`src/rtl/fifo_rd_pkt_ctrl.sv`:
```
`default_nettype none
// ============================================================================
// Module      : fifo_rd_pkt_ctrl
// Description : Read-side sequencer for a fall-through async FIFO. Pops words
//               into a 2-entry skid buffer and presents them as a valid/ready
//               stream framed into PKT_LEN-beat packets.
// Revision    : 1.0 - initial release
// ============================================================================
module fifo_rd_pkt_ctrl #(
    parameter int DSIZE   = 32,
    parameter int PKT_LEN = 256,
    parameter int CNTW    = 16
) (
    input  logic             clk,
    input  logic             rst,
    input  logic             en,
    input  logic             rempty,
    input  logic [DSIZE-1:0] rdata,
    output logic             rinc,
    output logic [DSIZE-1:0] m_axis_tdata,
    output logic             m_axis_tvalid,
    input  logic             m_axis_tready,
    output logic             m_axis_tlast,
    output logic             pkt_done,
    output logic [CNTW-1:0]  pkt_cnt,
    output logic             busy
);

    localparam logic [1:0]  c_ST_IDLE   = 2'd0;
    localparam logic [1:0]  c_ST_RUN    = 2'd1;
    localparam logic [1:0]  c_ST_FINISH = 2'd2;
    localparam logic [15:0] c_LAST_BEAT = 16'(PKT_LEN - 1);

    logic [1:0]       r_state;
    logic [1:0]       w_state_nxt;
    logic [15:0]      r_beat_idx;
    logic [15:0]      w_beat_nxt;
    logic [1:0]       r_occ;
    logic [DSIZE-1:0] r_data0;
    logic [DSIZE-1:0] r_data1;
    logic             r_last0;
    logic             r_last1;
    logic             r_pkt_done;
    logic [CNTW-1:0]  r_pkt_cnt;
    logic             w_pop;
    logic             w_hs;
    logic             w_beat_last;

    assign w_pop = ((r_state == c_ST_RUN) || (r_state == c_ST_FINISH)) &&
                   !rempty && (r_occ != 2'd2) && !rst;
    assign w_hs        = (r_occ != 2'd0) && m_axis_tready;
    assign w_beat_last = (r_beat_idx == c_LAST_BEAT);
    assign w_beat_nxt  = !w_pop      ? r_beat_idx :
                         w_beat_last ? 16'd0      : r_beat_idx + 16'd1;

    // Stop decisions look at the beat index after this cycle's pop, so a
    // packet whose last beat is popped on the stop cycle is not reopened.
    always_comb begin
        w_state_nxt = r_state;
        case (r_state)
            c_ST_IDLE: begin
                if (en) w_state_nxt = c_ST_RUN;
            end
            c_ST_RUN: begin
                if (!en) w_state_nxt = (w_beat_nxt == 16'd0) ? c_ST_IDLE : c_ST_FINISH;
            end
            c_ST_FINISH: begin
                if (en)                        w_state_nxt = c_ST_RUN;
                else if (w_pop && w_beat_last) w_state_nxt = c_ST_IDLE;
            end
            default: w_state_nxt = c_ST_IDLE;
        endcase
    end

    always_ff @(posedge clk) begin
        if (rst) begin
            r_state    <= c_ST_IDLE;
            r_beat_idx <= 16'd0;
        end else begin
            r_state    <= w_state_nxt;
            r_beat_idx <= w_beat_nxt;
        end
    end

    // Entry 0 is the head. Pop with handshake only happens at occ==1,
    // since a handshake needs occ!=0 and a pop needs occ!=2.
    always_ff @(posedge clk) begin
        if (rst) begin
            r_occ   <= 2'd0;
            r_data0 <= '0;
            r_data1 <= '0;
            r_last0 <= 1'b0;
            r_last1 <= 1'b0;
        end else begin
            case ({w_pop, w_hs})
                2'b01: begin
                    r_data0 <= r_data1;
                    r_last0 <= r_last1;
                    r_occ   <= r_occ - 2'd1;
                end
                2'b10: begin
                    if (r_occ == 2'd0) begin
                        r_data0 <= rdata;
                        r_last0 <= w_beat_last;
                    end else begin
                        r_data1 <= rdata;
                        r_last1 <= w_beat_last;
                    end
                    r_occ <= r_occ + 2'd1;
                end
                2'b11: begin
                    r_data0 <= rdata;
                    r_last0 <= w_beat_last;
                end
                default: ;
            endcase
        end
    end

    always_ff @(posedge clk) begin
        if (rst) begin
            r_pkt_done <= 1'b0;
            r_pkt_cnt  <= '0;
        end else begin
            r_pkt_done <= w_hs && r_last0;
            if (w_hs && r_last0) r_pkt_cnt <= r_pkt_cnt + CNTW'(1);
        end
    end

    assign rinc          = w_pop;
    assign m_axis_tvalid = (r_occ != 2'd0);
    assign m_axis_tdata  = r_data0;
    assign m_axis_tlast  = (r_occ != 2'd0) && r_last0;
    assign pkt_done      = r_pkt_done;
    assign pkt_cnt       = r_pkt_cnt;
    assign busy          = (r_state != c_ST_IDLE) || (r_occ != 2'd0);

endmodule
`default_nettype wire

```
`config.mk`:
```
export PLATFORM = sky130hd
export DESIGN_NAME = fifo_rd_pkt_ctrl
export DESIGN_NICKNAME = d
export VERILOG_FILES = /design/src/rtl/fifo_rd_pkt_ctrl.sv
export SDC_FILE = /design/constraint.sdc
export NUM_CORES = 1
export LEC_CHECK = 0
export CORE_ASPECT_RATIO = 0.75
export CORE_MARGIN = 4
export CORE_UTILIZATION = 45
export DETAILED_ROUTE_END_ITERATION = 10
export PLACE_DENSITY = 0.71
export SYNTH_ARGS = -nofsm -noshare
export SYNTH_HDL_FRONTEND = slang
export SYNTH_SLANG_ARGS = --single-unit
```
`constraint.sdc`:
```
create_clock -name clk -period 4.72 [get_ports clk]
set_input_delay 0.944 -clock clk [delete_from_list [all_inputs] [get_ports clk]]
set_output_delay 0.944 -clock clk [all_outputs]
set_load 0.005 [all_outputs]
```
* Word level (Yosys, flattened, before mapping)
Cells that the tools add are included.
** Word-level totals
- Register bits :: 103
- Input bits :: 37
- Output and inout bits :: 53
** Operators by class
- $add $sub $neg :: 4
- Eq/ne operators :: 11
- Multiplexer cells :: 13
- Bitwise logic cells :: 1
- Reductions and logical operators :: 21
** Operator list (number)
- $pmux W32 S3 :: 1
- $add A16 B1 Y16 const B :: 2
- $mux W16 :: 2
- $mux W32 :: 1
- $eq A16 B8 Y1 const B :: 1
- $logic_not A16 Y1 :: 1
- $mux W2 :: 5
- $ne A2 B2 Y1 const B :: 4
- $logic_and A1 B1 Y1 :: 7
- $eq A2 B2 Y1 const B :: 3
- $pmux W2 S3 :: 1
- $reduce_bool A2 Y1 :: 3
- $eq A2 B1 Y1 const B :: 2
- $logic_not A2 Y1 :: 2
- $pmux W2 S2 :: 1
- $reduce_and A2 Y1 :: 2
- $ne A3 B2 Y1 const B :: 1
- $pmux W1 S3 :: 1
- $reduce_and A3 Y1 :: 1
- $reduce_bool A3 Y1 :: 1
- $add A2 B1 Y2 const B :: 1
- $logic_not A1 Y1 :: 2
- $logic_or A1 B1 Y1 :: 2
- $sub A2 B1 Y2 const B :: 1
- 2 further kinds :: 2

* Logic depth before layout (Yosys ltp)
Gate-level depths: netlist of run 1.
- Word-level depth :: 10
- Depth in mapped cells :: 12
- Mapped depth without buffers :: 10

* Worst setup path after synthesis of run 1
OpenSTA, ideal clock, no wires.
- Path kind :: input to register
- Start :: input port rempty
- End :: register r_data1[10]
- Library setup time :: 70 ps
- Arrival :: 2642 ps
- Path slack :: 2007 ps
- Cell stages on the path :: 10
- Path buffers :: 3
- Path through :: nor3b_2 -> nand2_1 -> inv_2 -> ha_1 -> clkbuf_1 -> nor2b_1 -> clkbuf_1 -> clkbuf_1 -> nand2_1 -> a21oi_1
** On the way
- Word-level cells in the longest chain between the ends :: 6
** RTL lines
- start: declaration :: line 17 : input logic rempty,
- $logic_not A1 Y1 :: line 50 : !rempty && (r_occ != 2'd2) && !rst;
- $logic_and A1 B1 Y1 :: line 49 : assign w_pop = ((r_state == c_ST_RUN) || (r_state == c_ST_FINISH)) &&
- $logic_and A1 B1 Y1 (2 in series) :: line 50
- via rinc :: line 19 : output logic rinc,
- $eq A2 B2 Y1 :: line 95 : case ({w_pop, w_hs})
- $reduce_and A2 Y1 (no source line)
- end signal: assignment :: line 106 : r_data1 <= rdata;
- end: declaration :: line 40 : logic [DSIZE-1:0] r_data1;
The timed path passes the listed nets, and every way through them passes these cells.
A chain may end at the register's enable or synchronous reset.

* Worst setup path after layout of run 1
- Start :: input port rst
- End :: output port rinc
** On the way
- Word-level cells in the longest chain between the ends :: 2
** RTL lines
- start: declaration :: line 15 : input logic rst,
- $logic_not A1 Y1 :: line 50
- $logic_and A1 B1 Y1 :: line 50
- end: declaration :: line 19
No other way between the ends.

==> metrics.txt, run 1 <==
outcome=completed; Critical Path RT=3.78 ns; final hold violations=0; Synth area leader=dfxtp_1; initial DRC count=307; Clock Latency Late Sink=0.34 ns; Overflow after GRT=0; PD cells=411 nW/um^2; RSZ-0062 raised after global routing=false; R2R Path Start=r_state[1]$_SDFFE_PP0P_; P_leak=1.88 nW; Final Wtd Congestion=0.813; Mapped Cells=589; routed vias=4281; hold_buf cts=0; WS Path Type=input pin to primary output; Finished Core Util=59.2%; H-tree levels=3; Synth Warn #=0; #FFs+latches synth=103; Synth Cell Area=4600 um^2; endpoints failing setup=0; CTS tree=yes; Reg2Reg Depth=10; PortBufs=89; Cell variety after synth=45; CTS Buffer Depth=2; ratio of cells with drive above 1 in the final layout=5.63%; Setup Skew=0.00414 ns; Area growth syn-to-layout=26.1%; nets=697; worst hold slack=0.454 ns; maximum vdd drop=168 uV; Setup Fix Bufs, Post-CTS=0; Worst setup SP type=input pin; top-level I/O count=90; gr usage total=19.5%; Syn Area/Cell=7.82 um^2; Initial Util=46.9%; Final Slew Violations=0; DRC viols=0; CTS Buf Count=9; Max-Cap Viols=0; ranking of synthesized cells by area=dfxtp_1 45%, nand2_1 10%, nor2_1 6.3%; Post-synth top flop=dfxtp_1; Setup crit start=rst; Routed Wire Length=11600 um; largest net degree at the start of global routing=104; worst path arrival time=2.80 ns; hpwl dp=7580 um; first-pass GRT wire length=19300 um; reg2reg end=r_data1[30]$_SDFFE_PP0P_; fin crit share=79.3%; CTS resizes=0; clk sinks=103; f_max=267 MHz; top-count cell post-synth=nand2_1; Slew HR=29.8%; ant diodes=0; hold path startpoint=r_data1[11]$_SDFFE_PP0P_; Hold Crit Depth=2; Crit. End Element=primary output; Die ar.=11900 um^2; Tightest Hold Check Type=register to register; vias per std cell=5.43; sequential fraction of the synthesis area=44.8%; Die Span X=125 um; routed wire length per instance=14.7 um; Register-to-Register Setup Slack=1.74 ns; 1st-pass router iterations=4; total negative setup slack=0 ns; min Tclk post-route=3.74 ns; FP Rows=31; EDFF count, synth=0; total power=2.39 mW; vias in the first global route=4015; die height=95.6 um; Mapped Nets=634; CP max FO=103; CTS Root Cell=clkbuf_16; post-synth top area share=44.8%; Fill cells=882; initial antenna violation count=0; Post-synth ARST share=0%; Worst-Margin Slew=1.05 ns; CORE AREA=9810 um^2; Post-synth top cells=124 x nand2_1, 103 x dfxtp_1, 77 x nor2_1; Routed Antenna Nets=0; CP endpoint=rinc; clock slew at reported path FFs=0.06 ns
==> cell usage in the layout, fill, tap and decap left out, drive strengths merged, types with 13 or more instances in the layout <==
cell type / synthesis / layout
a21oi: 48 / 48
a311oi: 32 / 32
clkbuf: 29 / 13
clkdlybuf4s50: 0 / 88
dfxtp: 103 / 103
nand2: 125 / 125
nand3: 16 / 16
nor2: 77 / 77
o21ai: 47 / 47
xor2: 18 / 18
==> stage by stage <==
stage / cell area (um^2) / setup slack [ns] / std cells
floorplan: 4600 / 2.01 / 589
global placement: 5530 / 0.973 / 773
detailed placement: 5530 / 0.909 / 773
CTS: 5810 / 0.950 / 789
global route: 5810 / 0.774 / 789
finish: 5810 / 0.977 / 789
==> critical path: stages <==
cell	delay, ns
buf_4	0.75
nor3b_2	0.14
nand2_1	0.36
inv_2	0.13
clkdlybuf4s50_1	0.46
==> sequential cells by signal, indices dropped and copies added (netlist names) <==
signal	count
r_beat_idx	16
m_axis_tdata	32
r_occ	2
r_state	2
r_last0	1
r_last1	1
pkt_done	1
pkt_cnt	16
r_data1	32
==> where the power goes <==
group / switching [mW] / internal, mW / leakage, nW / total, mW
registers: 0.0751 / 0.988 / 0.834 / 1.06
logic: 0.293 / 0.334 / 0.910 / 0.627
clock network: 0.310 / 0.385 / 0.136 / 0.696
==> cells by family after synthesis <==
family                     Yosys count  synth area share, %
AOI/OAI and AO/OA                  138                 18.1
muxes                                1                0.245
xor gates and xnor gates            26                 4.95
DFF                                103                 44.8
and+or+nand+nor                    263                 25.1
buffers and inverters               50                 4.67
adders and majority gates            8                 2.17
==> layout make-up <==
type | instances | area (um^2) | area share, %
clock buffer | 13 | 260 | 4.48
clock inverter | 3 | 17.5 | 0.302
inverter | 7 | 26.3 | 0.452
multi-input combinational | 436 | 2340 | 40.3
sequential | 103 | 2060 | 35.5
tap | 132 | 165 | 2.84
timing repair buffer | 95 | 933 | 16.1
==> layer usage <==
| metal | vias up | wire [um] | global-route usage, % |
|---|---|---|---|
| met5 | - | 0 | 0 |
| met4 | 0 | 105 | 5.57 |
| met3 | 8 | 656 | 5.26 |
| met2 | 115 | 5370 | 32.0 |
| met1 | 2006 | 5460 | 25.6 |
| li1 | 2152 | - | - |
==> worst min path at each step <==
stage                               endpoint
CTS                 r_data1[11]$_SDFFE_PP0P_
floorplan            r_data1[0]$_SDFFE_PP0P_
global placement    r_data1[22]$_SDFFE_PP0P_
detailed placement  r_data1[13]$_SDFFE_PP0P_
finish              r_data1[11]$_SDFFE_PP0P_
global route         r_data1[6]$_SDFFE_PP0P_
Note: power is estimated with default switching activity, not from simulation.
==> run 2: changes to the inputs <==
==> constraint.sdc (replaced) <==
create_clock -name clk -period 3.6 [get_ports clk]
set_input_delay 0.72 -clock clk [delete_from_list [all_inputs] [get_ports clk]]
set_output_delay 0.72 -clock clk [all_outputs]
set_load 0.005 [all_outputs]
==> run 2 against run 1 <==
Critical path depth unchanged; power increased by 35%; wire length shrank 1.7%; sequential share of layout area down 0.39 points; non-clock buffer count is 2 higher; worst setup slack got worse by 0.26 ns; critical path type unchanged.
==> metrics.txt, run 2 (synthesis gave the netlist of run 1 again) <==
CP max FO=6 (-94%); routed wire length per instance=14.4 um (-2.0%); most frequent cells in the layout=124 x nand2_1, 103 x dfxtp_1, 88 x clkdlybuf4s50_1, 76 x nor2_1, 48 x a21oi_1; Initial Util=46.9% (unchanged); CTS resizes=0 (unchanged); hpwl dp=7620 um (+0.57%); ant diodes=0 (unchanged); Area growth syn-to-layout=27.6%; Buf/Inv on CP=3 (unchanged); initial antenna violation count=0 (unchanged); Critical Path RT=2.88 ns (-0.90 ns); CORE AREA=9810 um^2 (unchanged); routed vias=4258 (-0.54%); Setup Skew=0.00609 ns (+0.00195 ns); DRC viols=0 (unchanged); Routed Antenna Nets=0 (unchanged); Final Wtd Congestion=0.876 (+7.7%); total negative setup slack=0 ns (unchanged); vias per std cell=5.38 (-0.79%); slowest stage delay, CP=0.53 ns (-0.22 ns); clk sinks=103 (unchanged); Routed Wire Length=11400 um (-1.7%); fin worst setup slack=0.713 ns (-0.264 ns); Tightest Hold Check Type=register to register; RSZ-0062 raised after global routing=false; worst path arrival time=2.17 ns (-0.63 ns); maximum vdd drop=299 uV (+78%); Cell Area, Placed=5570 um^2 (+0.72%); FP Rows=31 (unchanged); CTS Buffer Depth=2 (unchanged); gr usage total=19.2% (-0.32 points); fin crit share=80.2%; vias in the first global route=4045 (+0.75%); min Tclk post-route=2.89 ns; hold_buf cts=0 (unchanged); Overflow after GRT=0 (unchanged); number of cells after detailed placement=775 (+0.26%); Slew HR=51.5% (+22 points); Final Cell Area=5870 um^2 (+1.1%); clock slew at reported path FFs=0.07 ns (about the same); Final Slew Violations=0 (unchanged); endpoints failing setup=0 (unchanged); Max-Cap Viols=0 (unchanged); f_max=346 MHz; Top delay family on crit path=buffers and inverters; PD cells=547 nW/um^2 (+33%); dpl ws=0.614 ns (-0.296 ns); CTS Root Cell=clkbuf_16; final hold violations=0 (unchanged); initial DRC count=346 (+13%); Die ar.=11900 um^2 (unchanged); Crit. End Element=primary output; Worst setup SP type=input pin; nets=699 (+0.29%); most common cell after layout, fill and taps aside=nand2_1; CTS tree=yes; outcome=completed; Most Frequent Cell on Critical Path=clkdlybuf4s50_1; worst hold slack=0.456 ns (+0.00214 ns); first-pass GRT wire length=19100 um (-0.89%); largest net degree at the start of global routing=72 (-31%); PortBufs=89 (unchanged); 1st-pass router iterations=5 (+1); die height=95.6 um (unchanged); slowest stage cell, crit path=clkdlybuf4s50_1; Setup Fix Bufs, Post-CTS=0 (unchanged); top-level I/O count=90 (unchanged); Worst-Margin Slew=0.727 ns (-0.327 ns); WS Path Type=input pin to primary output; Finished Core Util=59.8% (+0.66 points); CTS Buf Count=9 (unchanged); sequence of cells on the critical path=clkdlybuf4s50_1 > nor3b_2 > nand2_1 > inv_2 > clkdlybuf4s50_1; Clock Latency Late Sink=0.34 ns (about the same); Die Span X=125 um (unchanged); non-filler instance count after layout=791 (+0.25%); ratio of cells with drive above 1 in the final layout=5.77% (+0.13 points); total power=3.21 mW (+35%); P_leak=1.91 nW (+1.6%); H-tree levels=3 (unchanged)
## run 2: cell count changes in the layout (fill, tap and decap cells not counted)
cell        change
clkinv_2        -2
buf_12          +2
bufinv_16       +1
clkinvlp_4      -1
clkinv_4        +1
clkbuf_1        +1
## run 2: area by class of cell
| class | count | area [um^2] |
|---|---|---|
| clock buffers | 14 | 264 |
| clock inverters | 2 | 38.8 |
| fillers | 883 | 3940 |
| inverters | 7 | 26.3 |
| multi-input cells | 436 | 2340 |
| flip-flops and latches | 103 | 2060 |
| well taps | 132 | 165 |
| repair buffers | 97 | 973 |
## run 2: power by group
| part | switching (mW) | internal (mW) |
|---|---|---|
| logic | 0.388 | 0.453 |
| clock network | 0.403 | 0.580 |
| registers | 0.0924 | 1.30 |
| total | 0.883 | 2.33 |
## run 2: per-layer routing
layer / up-vias / track usage [%] / routed length, um
met5: - / 0 / 0
met4: 0 / 6.02 / 139
met3: 11 / 5.71 / 700
met2: 119 / 30.8 / 5210
met1: 1972 / 25.2 / 5330
li1: 2156 / - / -
## run 2: final timing paths
path                                               start                  endpoint  slack (ns)  depth (start not counted)
worst min-delay path            r_data1[11]$_SDFFE_PP0P_  r_data1[11]$_SDFFE_PP0P_        0.46                          2
worst max-delay path                              rempty                      rinc        0.71                          5
worst min register to register  r_data1[11]$_SDFFE_PP0P_  r_data1[11]$_SDFFE_PP0P_        0.46                          2
worst max register to register   r_state[0]$_SDFFE_PP0P_      r_last1$_SDFFE_PP0P_        1.04                         11
## run 2: worst min-delay path: stages (launching register included)
cell and delay (ns):
dfxtp_1 0.31, nand2_1 0.05, a21oi_1 0.05
